===== src/rtl/gen_unpack_pkg.sv =====
// gen_unpack_pkg: shared types and helpers for the
// generic word-to-symbol unpacker.
package gen_unpack_pkg;

  typedef enum logic {
    IDLE,
    PKT
  } state_t;

  // Bits needed to count 0..acc_w inclusive.
  function automatic int cnt_w(input int acc_w);
    return $clog2(acc_w + 1);
  endfunction

  function automatic bit params_ok(
    input int in_w,
    input int out_w,
    input int acc_w
  );
    return in_w >= 1 && in_w <= 64 &&
           out_w >= 1 && out_w <= 64 &&
           acc_w == in_w + out_w - 1;
  endfunction

endpackage


===== src/rtl/unpack_out_reg.sv =====
// unpack_out_reg: holding output register, valid/ready.
// Ports: load/d/d_sop/d_eop in, free + registered stream out.
module unpack_out_reg #(
  parameter int W = 7
) (
  input  logic         clk,
  input  logic         rst,
  input  logic         ready_in,
  input  logic         load,
  input  logic [W-1:0] d,
  input  logic         d_sop,
  input  logic         d_eop,
  output logic         free,
  output logic         valid,
  output logic [W-1:0] data,
  output logic         sop,
  output logic         eop
);

  assign free = !valid || ready_in;

  always_ff @(posedge clk or negedge rst) begin
    if (!rst) begin
      valid <= 1'b0;
      data  <= '0;
      sop   <= 1'b0;
      eop   <= 1'b0;
    end else if (free) begin
      valid <= load;
      sop   <= load && d_sop;
      eop   <= load && d_eop;
      if (load) data <= d;
    end
  end

endmodule


===== src/rtl/gen_data_unpack.sv =====
// gen_data_unpack: IN_W-bit packet words to LSB-first
// OUT_W-bit values; sop/eop framing, backpressure, err pulse.
module gen_data_unpack
  import gen_unpack_pkg::*;
#(
  parameter int IN_W  = 32,
  parameter int OUT_W = 7,
  parameter int ACC_W = IN_W + OUT_W - 1
) (
  input  logic             clk,
  input  logic             rst,
  output logic             ready_out,
  input  logic             valid_in,
  input  logic [IN_W-1:0]  data_in,
  input  logic             sop_in,
  input  logic             eop_in,
  input  logic             ready_in,
  output logic             valid_out,
  output logic [OUT_W-1:0] data_out,
  output logic             sop_out,
  output logic             eop_out,
  output logic             err_out
);

  localparam int CNT_W = cnt_w(ACC_W);
  localparam logic [CNT_W-1:0] OW = CNT_W'(OUT_W);
  localparam logic [CNT_W-1:0] IW = CNT_W'(IN_W);

  if (!params_ok(IN_W, OUT_W, ACC_W)) begin : g_bad_params
    $error("gen_data_unpack: illegal IN_W/OUT_W/ACC_W");
  end

  logic [ACC_W-1:0] acc, acc_sh, acc_keep, acc_nx;
  logic [CNT_W-1:0] cnt, pop_n, cnt_after, base, cnt_nx;
  state_t           state;
  logic             eop_pend, first;
  logic             free, pop, last_pop;
  logic             accept, take, restart;
  logic [OUT_W-1:0] pop_data;
  logic             pop_eop;

  always_comb begin
    pop = free &&
      (cnt >= OW || (eop_pend && cnt != '0));
    pop_n = '0;
    if (pop) pop_n = (cnt < OW) ? cnt : OW;
    cnt_after = cnt - pop_n;
    last_pop  = pop && eop_pend && cnt <= OW;
    // Held low in reset so the source sees no accept.
    ready_out = rst && cnt_after < OW &&
      (!eop_pend || last_pop);
    accept  = valid_in && ready_out;
    // Non-sop words outside a packet are swallowed.
    take    = accept && (state == PKT || sop_in);
    restart = accept && sop_in && state == PKT;
    acc_sh   = acc >> pop_n;
    acc_keep = restart ? '0 : acc_sh;
    base     = restart ? '0 : cnt_after;
    acc_nx = acc_sh;
    cnt_nx = cnt_after;
    if (take) begin
      acc_nx = acc_keep |
        (ACC_W'(data_in) << base);
      cnt_nx = base + IW;
    end
    // Zero-pad the short tail value.
    pop_data = acc[OUT_W-1:0] &
      ~({OUT_W{1'b1}} << cnt);
    pop_eop  = eop_pend && cnt <= OW;
  end

  always_ff @(posedge clk or negedge rst) begin
    if (!rst) begin
      acc      <= '0;
      cnt      <= '0;
      state    <= IDLE;
      eop_pend <= 1'b0;
      first    <= 1'b0;
      err_out  <= 1'b0;
    end else begin
      acc     <= acc_nx;
      cnt     <= cnt_nx;
      err_out <= restart;
      if (pop) first <= 1'b0;
      if (take && sop_in) first <= 1'b1;
      if (last_pop) eop_pend <= 1'b0;
      if (take && eop_in) eop_pend <= 1'b1;
      if (take) state <= eop_in ? IDLE : PKT;
    end
  end

  unpack_out_reg #(.W(OUT_W)) u_out (
    .clk      (clk),
    .rst      (rst),
    .ready_in (ready_in),
    .load     (pop),
    .d        (pop_data),
    .d_sop    (first),
    .d_eop    (pop_eop),
    .free     (free),
    .valid    (valid_out),
    .data     (data_out),
    .sop      (sop_out),
    .eop      (eop_out)
  );

endmodule


===== config.mk =====
export PLATFORM = sky130hd
export DESIGN_NAME = gen_data_unpack
export DESIGN_NICKNAME = d
export VERILOG_FILES = /design/src/rtl/gen_unpack_pkg.sv /design/src/rtl/unpack_out_reg.sv /design/src/rtl/gen_data_unpack.sv
export SDC_FILE = /design/constraint.sdc
export NUM_CORES = 1
export LEC_CHECK = 0
export ABC_AREA = 1
export CAP_MARGIN = 20
export CORE_ASPECT_RATIO = 1.25
export CORE_MARGIN = 2
export CORE_UTILIZATION = 29
export CTS_BUF_LIST = sky130_fd_sc_hd__clkbuf_4
export CTS_CLUSTER_SIZE = 14
export DETAILED_ROUTE_END_ITERATION = 7
export GPL_TIMING_DRIVEN = 0
export PLACE_DENSITY = 0.47
export SLEW_MARGIN = 20
export SYNTH_ARGS = -nofsm -noshare
export SYNTH_HDL_FRONTEND = slang
export SYNTH_SLANG_ARGS = --single-unit

===== constraint.sdc =====
create_clock -name clk -period 4.9 [get_ports clk]
set_input_delay 0.98 -clock clk [delete_from_list [all_inputs] [get_ports clk]]
set_output_delay 0.98 -clock clk [all_outputs]
set_load 0.01 [all_outputs]

==> results of run 1 <==
[final cells by class]
cell class                      instances  share of cell area
Clock buffer                            9              0.0104
Timing Repair Buffer                   60              0.0932
Tap cell                              228              0.0441
Multi-Input combinational cell        710               0.529
Buffer                                 48              0.0381
Clock inverter                          7              0.0157
Antenna cell                            1            0.000387
Sequential cell                        58               0.224
Inverter                               71              0.0443
[Yosys cell counts (3+ instances only)]
cell,number
a32o_1,3
buf_6,5
o211ai_1,10
a21oi_1,26
mux2i_1,5
ha_1,4
buf_1,5
nor2_1,29
buf_2,11
clkinv_1,4
dfrtp_1,58
o21ai_2,3
o21ai_0,109
inv_1,64
nand2_1,326
o21ai_1,10
nand3_2,3
nor2_4,4
clkbuf_1,27
nand3_1,151
[routing by layer]
layer | GRT usage | share of wire | up-vias
li1 | - | - | 3083
met1 | 0.281 | 0.44 | 2781
met2 | 0.377 | 0.49 | 188
met3 | 0.0178 | 0.039 | 39
met4 | 0.0952 | 0.033 | 0
met5 | 0 | 0 | -
[path summary, 6_finish.rpt]
path                               start            end  slack, ns
max                             ready_in      ready_out       0.20
min in group clk           u_out.data[0]  u_out.data[0]       0.50
max reg2reg                       cnt[4]        acc[28]       0.42
max in group asynchronous            rst        acc[26]       4.04
min                                  rst         cnt[5]       0.35
min reg2reg                u_out.data[0]  u_out.data[0]       0.50
[per-stage QoR]
step	hold slack [ns]	setup WS, ns	util
floorplan	0.502	0.564	-
global placement	0.481	-1.70	0.338
detailed placement	0.476	-1.50	0.340
CTS	0.319	0.0136	0.352
global route	0.310	0.00148	0.357
finish	0.348	0.201	0.357
[registers in the layout (all words and copies together) (netlist names)]
register	count
eop_pend	1
first	1
u_out.eop	1
u_out.valid	1
u_out.sop	1
cnt	6
state	1
err_out	1
u_out.data	7
acc	38
[cell usage in the layout (no fill, tap or decap), types with 4 or more instances in the layout]
cell type / n
dfrtp_1: 58
nor2_1: 27
mux2i_1: 5
nand2_1: 325
clkdlybuf4s50_1: 47
o21ai_0: 108
o21ai_1: 11
buf_6: 5
o211ai_1: 10
buf_2: 10
nand3_1: 151
buf_1: 4
nor2_4: 6
clkinv_4: 5
a21oi_1: 26
clkbuf_1: 24
clkbuf_4: 11
inv_1: 61
buf_4: 12
inv_2: 4
[logic make-up (layout without fill, tap and decap cells)]
kind of cell | Yosys count | after routing | synth area share
and+or+nand+nor | 527 | 527 | 0.430
AOI/OAI and AO/OA | 172 | 172 | 0.179
buffers and inverters | 121 | 195 | 0.0965
DFF | 58 | 58 | 0.272
adders and majority gates | 5 | 5 | 0.0131
muxes | 5 | 5 | 0.00937
other | 1 | 2 | 0.000702
[repair_timing]
| action | in CTS | in global routing |
|---|---|---|
| gates resized for setup | 19 | 9 |
| setup endpoints to repair | 45 | 37 |
| pin swaps | 0 | 6 |
| gates cloned | 0 | 0 |
| buffers inserted | 2 | 8 |
==> run_results.csv, run 1 <==
group,metric,value,unit
global_route,grt_overflow,0,
logic_synthesis,synth-edff-count,0,
finish,area_growth_syn_to_layout,21.0,%
sta,period_share,0.959,
logic_synthesis,netlist.area_leader.share,0.272,
sta,timing.slew.headroom,0.563,
global_route,grt_use_total,0.219,
logic_synthesis,synthArstFlopShare,1.00,
finish,fin_cells,1192,
sta,tns,0,ns
die,initial_core_util,0.295,
finish,multiInputGateArea,0.00342,mm^2
global_route,grt_pass1_vias,5910,
sta,fmax,0.213,GHz
global_route,grt_max_degree,55,
clock_network,clock-sinks,58,
worst_setup_path,crit_chain,"clkdlybuf4s50_1, inv_1, nand2_1, nand2_4, inv_1, nand2_4, clkinv_4, ha_1, inv_1, fa_2, inv_4, nor2_1, nand3_1, nand2_1, nor2_1, nand3_1, nor2_2, clkdlybuf4s15_1",
logic_synthesis,synth_flop_cell,"dfrtp_1",
logic_synthesis,synth.distinct_cells,43,
finish,fill_cells,2056,
finish,num-nets-final,1001,
global_route,grt_pass1_wl,33400,um
worst_setup_path,reg2regPathDepth,28,
clock_network,insertion_delay,0.43,ns
logic_synthesis,yosysTopAreaCell,"dfrtp_1",
routing,firstDrtPassIters,7,
sta,worst_pin_slew,0.655,ns
routing,via_per_inst,5.11,
placement,port_buffers,49,
logic_synthesis,synthTopCellsByArea,"dfrtp_1 (27%), nand2_1 (23%), nand3_1 (14%), o21ai_0 (10%), inv_1 (4.5%)",
routing,post_drt_wl_per_cell,17.7,um
placement,place_congestion,0.927,
logic_synthesis,netlist_area,0.00534,mm^2
logic_synthesis,syn_inst,889,
logic_synthesis,synth_area_per_cell,6.01,um^2
placement,dpl.hpwl,17300,um
routing,drt_iter0_markers,449,
clock_network,cts_tree,"done",
die,dieArea,0.0195,mm^2
clock_network,cts_max_level,3,
outcome,outcome,"finished clean",
die,die_h,156,um
worst_setup_path,crit_buf_inv,7,
clock_network,clockBufferDepth,2,
run,maxCapViolCount,0,
routing,ant_nets,0,
worst_setup_path,critPathLaunchType,"primary input",
worst_setup_path,cp_num_cells,18,
worst_setup_path,critPathSlowestCell,"fa_2",
worst_setup_path,crit_path_max_incr_delay,0.48,ns
worst_setup_path,critPathTopFamily,"buffers and inverters",
finish,drive_gt1_frac,0.0872,
worst_setup_path,worstSetupEndpointType,"primary output",
routing,route.detailed.drc,0,
die,io_pins,50,
sta,period_minus_slack,4.70,ns
sta,clock_skew,0.0399,ns
clock_network,path_clk_slew,0.13,ns
routing,wirelength,21100,um
global_route,grt_antenna_before_repair,1,
routing,vias,6091,
clock_network,cts_buffers,9,
sta,slew_viol_final,0,
logic_synthesis,ys_ff_latch,58,
sta,setup_viol,0,
worst_setup_path,cp_max_fo,6,
logic_synthesis,yosysWarnings,0,
placement,dp_cells,1167,
finish,register_area,0.00145,mm^2
worst_hold_path,hp-class,"primary input to async pin",
sta,rsz0062_at_grt,"no",
logic_synthesis,seq_area_frac_synth,0.272,
die,core_area,0.0181,mm^2
worst_setup_path,path_common_cell,"inv_1",
worst_setup_path,arrival,3.72,ns
clock_network,cts-hold-fix-buffers,0,
placement,dpl_cell_area,0.00614,mm^2
clock_network,clockRootBuffer,"clkbuf_4",
logic_synthesis,synth_fp_nets,932,
finish,stdcell_area,0.00647,mm^2
sta,hold_viol,0,
worst_setup_path,worst-setup-path-type,"primary input to primary output",
die,num_rows,55,
die,die_w,125,um
worst_setup_path,cp.required,3.92,ns
Power of run 1 is left out: the tool's default activity adds up to more than one toggle a clock period on the data nets, which glitch-free logic cannot reach.
==> run 2, diff against run 1 <==
--- a/config.mk
+++ b/config.mk
@@ -9,12 +9,12 @@
 export CAP_MARGIN = 20
 export CORE_ASPECT_RATIO = 1.25
 export CORE_MARGIN = 2
-export CORE_UTILIZATION = 29
+export CORE_UTILIZATION = 43
 export CTS_BUF_LIST = sky130_fd_sc_hd__clkbuf_4
 export CTS_CLUSTER_SIZE = 14
 export DETAILED_ROUTE_END_ITERATION = 7
 export GPL_TIMING_DRIVEN = 0
-export PLACE_DENSITY = 0.47
+export PLACE_DENSITY = 0.64
 export SLEW_MARGIN = 20
 export SYNTH_ARGS = -nofsm -noshare
 export SYNTH_HDL_FRONTEND = slang
==> run 2 against run 1 <==
Net effect:
- design area is 2.2% lower
- wire length is 6.0% lower
- global-route usage is 8.1 points higher
- worst hold slack worse by 0.031 ns
- clock skew is 0.015 ns lower
- critical path depth is 2 lower
- sequential cell count stayed put
- first-iteration DRC count is 17% higher
- via count is 2.3% higher
- die area is 32% lower
- non-clock buffer count is 6 lower
- largest cell class unchanged
- highest routed layer unchanged
==> run_results.csv, run 2 (synthesis results as in run 1) <==
group,metric,value,unit
sta,setup_viol,0,
finish,multiInputGateArea,0.00341,mm^2
finish,final_cell_mix,"nand2_1 (325), nand3_1 (151), o21ai_0 (108)",
clock_network,cts_tree,"done",
routing,vias,6234,
die,die_h,129,um
sta,hold_viol,0,
worst_setup_path,reg2reg_from,"cnt[4]",
finish,num-nets-final,995,
global_route,grt_overflow,0,
finish,fill_cells,1362,
die,die_w,104,um
global_route,grt_use_total,0.300,
sta,timing.hold.ws,0.316,ns
clock_network,path_clk_slew,0.13,ns
finish,area_growth_syn_to_layout,18.4,%
global_route,grt_antenna_before_repair,1,
routing,drt_iter0_markers,526,
finish,register_area,0.00145,mm^2
worst_setup_path,cp_max_fo,10,
sta,fmax,0.213,GHz
die,core_area,0.0122,mm^2
die,io_pins,50,
routing,ant_nets,0,
routing,firstDrtPassIters,7,
routing,via_per_inst,5.56,
worst_setup_path,cp.required,3.92,ns
die,initial_core_util,0.439,
finish,final_core_util,0.520,
sta,period_share,0.957,
finish,largestRegisters,"acc (38), u_out.data (7), cnt (6)",
clock_network,clockRootBuffer,"clkbuf_4",
placement,dpl.hpwl,16000,um
clock_network,cts_max_level,3,
global_route,grt_pass1_wl,31100,um
global_route,grt_pass1_vias,5872,
sta,period_minus_slack,4.69,ns
placement,place_congestion,0.963,
outcome,outcome,"finished clean",
routing,route.detailed.drc,0,
finish,largest_reg_flops,38,
finish,final_common_cell,"nand2_1",
die,num_rows,45,
sta,timing.slew.headroom,0.569,
routing,wirelength,19900,um
routing,post_drt_wl_per_cell,17.7,um
worst_setup_path,worstSetupEndpointType,"primary output",
worst_setup_path,reg2regPathDepth,28,
sta,worst_pin_slew,0.640,ns
placement,port_buffers,49,
worst_setup_path,worst-setup-path-type,"primary input to primary output",
global_route,grt_max_degree,57,
clock_network,insertion_delay,0.44,ns
sta,slew_viol_final,0,
clock_network,cts_buffers,9,
sta,tns,0,ns
finish,drive_gt1_frac,0.0784,
die,dieArea,0.0133,mm^2
finish,top_register,"acc",
worst_hold_path,hp-class,"primary input to async pin",
worst_setup_path,rr_endpoint,"acc[27]",
clock_network,clockBufferDepth,2,
run,maxCapViolCount,0,
sta,clock_skew,0.0251,ns
worst_setup_path,arrival,3.71,ns
clock_network,clock-sinks,58,
worst_setup_path,r2r_slack,0.33,ns
worst_setup_path,critPathLaunchType,"primary input",
run 2: changes by cell type in the layout (fill, tap and decap cells not counted), sizes merged:
| cell | change |
|---|---|
| clkbuf | -2 |
| buf | -4 |
| clkdlybuf4s15 | -1 |
| dlygate4sd2 | +1 |
| clkinvlp | -1 |
| inv | +1 |
run 2: cell type report:
class / instances / share of cell area
multi-input cells: 710 / 0.540
flip-flops and latches: 58 / 0.229
repair buffers: 54 / 0.0880
inverters: 71 / 0.0445
plain buffers: 48 / 0.0384
well taps: 164 / 0.0324
clock inverters: 7 / 0.0162
clock buffers: 9 / 0.0107
diodes: 1 / 0.000396
run 2: how the worst max path moves through the flow:
stage / endpoint / start / cells after the start / slack (ns)
after floorplan: acc[14] / ready_in / 26 / 0.56
after global placement: acc[27] / ready_in / 25 / -1.14
after detailed placement: acc[27] / ready_in / 25 / -0.97
after CTS: ready_out / ready_in / 16 / 0.08
after global routing: acc[37] / ready_in / 28 / -0.004
final: ready_out / ready_in / 16 / 0.21
run 2: worst max-delay path: stages:
cell	delay [ns]
clkdlybuf4s50_1	0.45
inv_1	0.06
nand2_1	0.14
nand2_4	0.11
nor2_2	0.20
inv_4	0.09
clkbuf_4	0.22
ha_2	0.35
a21oi_4	0.17
nand3_1	0.09
nand2_1	0.07
nand2_1	0.15
inv_1	0.14
nand3_1	0.09
nor2_2	0.13
dlygate4sd2_1	0.29
run 2: metrics by stage:
| step | std cells | area (um^2) | setup slack, ns |
|---|---|---|---|
| floorplan | 889 | 5340 | 0.564 |
| detailed placement | 1103 | 6060 | -0.966 |
| global route | 1122 | 6320 | -0.00449 |
| global placement | 1102 | 6040 | -1.14 |
| finish | 1122 | 6320 | 0.208 |
| CTS | 1119 | 6280 | 0.0828 |
run 2: routing by layer:
| metal | up-vias | GRT usage | wire, um |
|---|---|---|---|
| met5 | - | 0 | 0 |
| met4 | 0 | 0.156 | 1060 |
| met1 | 2775 | 0.364 | 8020 |
| li1 | 3070 | - | - |
| met2 | 320 | 0.528 | 9420 |
| met3 | 69 | 0.0344 | 1360 |
run 2: repair_timing:
item                       4_1_cts  5_1_grt
gates resized for setup         13        7
cloned                           0        0
setup endpoints to repair       40       22
pin swaps                        0        2
setup buffers                    2        2
hold buffers                     0        0
Power of run 2 is left out for the same reason.
==> run 3, diff against run 2 <==
==> constraint.sdc (replaced) <==
create_clock -name clk -period 4.9 [get_ports clk]
set_input_delay 0.98 -clock clk [delete_from_list [all_inputs] [get_ports clk]]
set_output_delay 0.98 -clock clk [all_outputs]
set_load 0.005 [all_outputs]
==> run 3 against run 2 <==
Net effect:
- cell count up 0.45%
- register-to-register slack better by 0.23 ns
- sequential cell count unchanged
- clock skew about the same
- global-route usage hardly changed
- critical path depth grew 2
- first-iteration DRC count shrank 1.1%
- count of clock-buffer cells in the layout did not move
- critical endpoint unchanged
- highest routed layer unchanged
==> run_results.csv, run 3 (synthesis results as in run 1) <==
group,metric,value,unit
die,die_w,104,um
finish,largestRegisters,"acc (38), u_out.data (7), cnt (6)",
placement,dp_cells,1103,
clock_network,cts_buffers,9,
clock_network,path_clk_slew,0.13,ns
finish,drive_gt1_frac,0.0894,
global_route,grt_antenna_before_repair,1,
die,dieArea,0.0133,mm^2
global_route,grt_pass1_wl,31100,um
sta,timing.slew.headroom,0.394,
routing,firstDrtPassIters,6,
routing,vias,6219,
die,num_rows,45,
clock_network,clockBufferDepth,2,
finish,largest_reg_flops,38,
placement,place_congestion,0.963,
clock_network,insertion_delay,0.44,ns
finish,top_register,"acc",
finish,multiInputGateArea,0.00344,mm^2
placement,port_buffers,49,
sta,worst_pin_slew,0.905,ns
worst_setup_path,worstSetupEndpointType,"primary output",
routing,wirelength,20000,um
placement,dpl.hpwl,16000,um
worst_setup_path,worst-setup-path-type,"primary input to primary output",
routing,drt_iter0_markers,520,
finish,register_area,0.00145,mm^2
clock_network,clockRootBuffer,"clkbuf_4",
clock_network,cts_max_level,3,
sta,clock_skew,0.0254,ns
die,initial_core_util,0.439,
global_route,grt_max_degree,57,
worst_hold_path,hp-class,"primary input to async pin",
sta,fmax,0.211,GHz
routing,via_per_inst,5.52,
clock_network,clock-sinks,58,
outcome,outcome,"finished clean",
finish,final_cell_mix,"nand2_1 (323), nand3_1 (151), o21ai_0 (109)",
routing,wl_met1,8190,um
sta,setup_viol,0,
sta,period_minus_slack,4.74,ns
sta,hold_viol,0,
sta,slew_viol_final,0,
finish,num-nets-final,1000,
die,io_pins,50,
routing,route.detailed.drc,0,
routing,highest_layer,"met4",
run,maxCapViolCount,0,
finish,area_growth_syn_to_layout,19.3,%
routing,post_drt_wl_per_cell,17.7,um
finish,fin_cells,1127,
worst_setup_path,cp_max_fo,6,
worst_setup_path,arrival,3.76,ns
die,core_area,0.0122,mm^2
finish,final_common_cell,"nand2_1",
clock_network,cts_tree,"done",
global_route,grt_overflow,0,
routing,dr_wl_met3,1200,um
finish,fill_cells,1351,
worst_setup_path,critPathLaunchType,"primary input",
routing,ant_nets,0,
routing,wl_met2,9520,um
global_route,grt_use_total,0.300,
die,die_h,129,um
sta,period_share,0.966,
global_route,grt_pass1_vias,5866,
worst_setup_path,cp.required,3.92,ns
-- run 3: layer usage --
metal / vias to the layer above / track usage
met5: - / 0
met4: 0 / 0.155
met3: 63 / 0.0344
met2: 279 / 0.529
met1: 2807 / 0.364
li1: 3070 / -
-- run 3: layout make-up --
| cell class | instances | area share |
|---|---|---|
| Antenna cell | 1 | 0.000392 |
| Buffer | 48 | 0.0391 |
| Clock buffer | 9 | 0.0106 |
| Clock inverter | 7 | 0.0161 |
| Inverter | 71 | 0.0440 |
| Multi-Input combinational cell | 710 | 0.539 |
| Sequential cell | 58 | 0.228 |
| Tap cell | 164 | 0.0322 |
| Timing Repair Buffer | 58 | 0.0903 |
| Timing Repair inverter | 1 | 0.000785 |
-- run 3: critical path, stage by stage --
cell and delay, ns:
clkdlybuf4s50_1 0.42, inv_2 0.08, nand2_2 0.08, nand2_4 0.11, inv_2 0.06, nand2_4 0.10
clkinv_4 0.07, ha_1 0.20, inv_2 0.08, fa_2 0.46, inv_2 0.07, nor2_1 0.04
nand3_1 0.07, nand2_1 0.06, nor2_1 0.10, nand3_1 0.09, nor2_2 0.17, clkdlybuf4s50_1 0.52
-- run 3: timing repair --
action | 4_1_cts | 5_1_grt
gates cloned | 0 | 1
setup endpoints to repair | 40 | 1
pin swaps | 1 | 2
setup buffers | 2 | 6
hold buffers | 0 | 0
hold endpoints to repair | 0 | 0
gates resized for setup | 19 | 7
-- run 3: final timing paths --
kind	from	end	slack, ns	depth (start not counted)
max in group asynchronous	rst	acc[29]	4.10	2
min reg2reg	u_out.data[2]	u_out.data[2]	0.50	2
max	ready_in	ready_out	0.16	18
min	rst	state	0.32	1
min in group clk	u_out.data[2]	u_out.data[2]	0.50	2
max reg2reg	cnt[4]	acc[28]	0.56	28
-- run 3: per-stage QoR --
stage / area (um^2) / setup WS, ns / hold slack [ns] / utilization / setup TNS (ns)
after floorplan: 5340 / 0.566 / 0.475 / - / 0
after global placement: 6040 / -1.14 / 0.466 / 0.497 / -41.74
after detailed placement: 6060 / -0.966 / 0.473 / 0.499 / -34.74
after CTS: 6300 / 0.00785 / 0.286 / 0.518 / 0
after global routing: 6380 / -0.0168 / 0.291 / 0.524 / -0.0168
final: 6380 / 0.164 / 0.316 / 0.524 / 0
Power of run 3 is left out for the same reason.
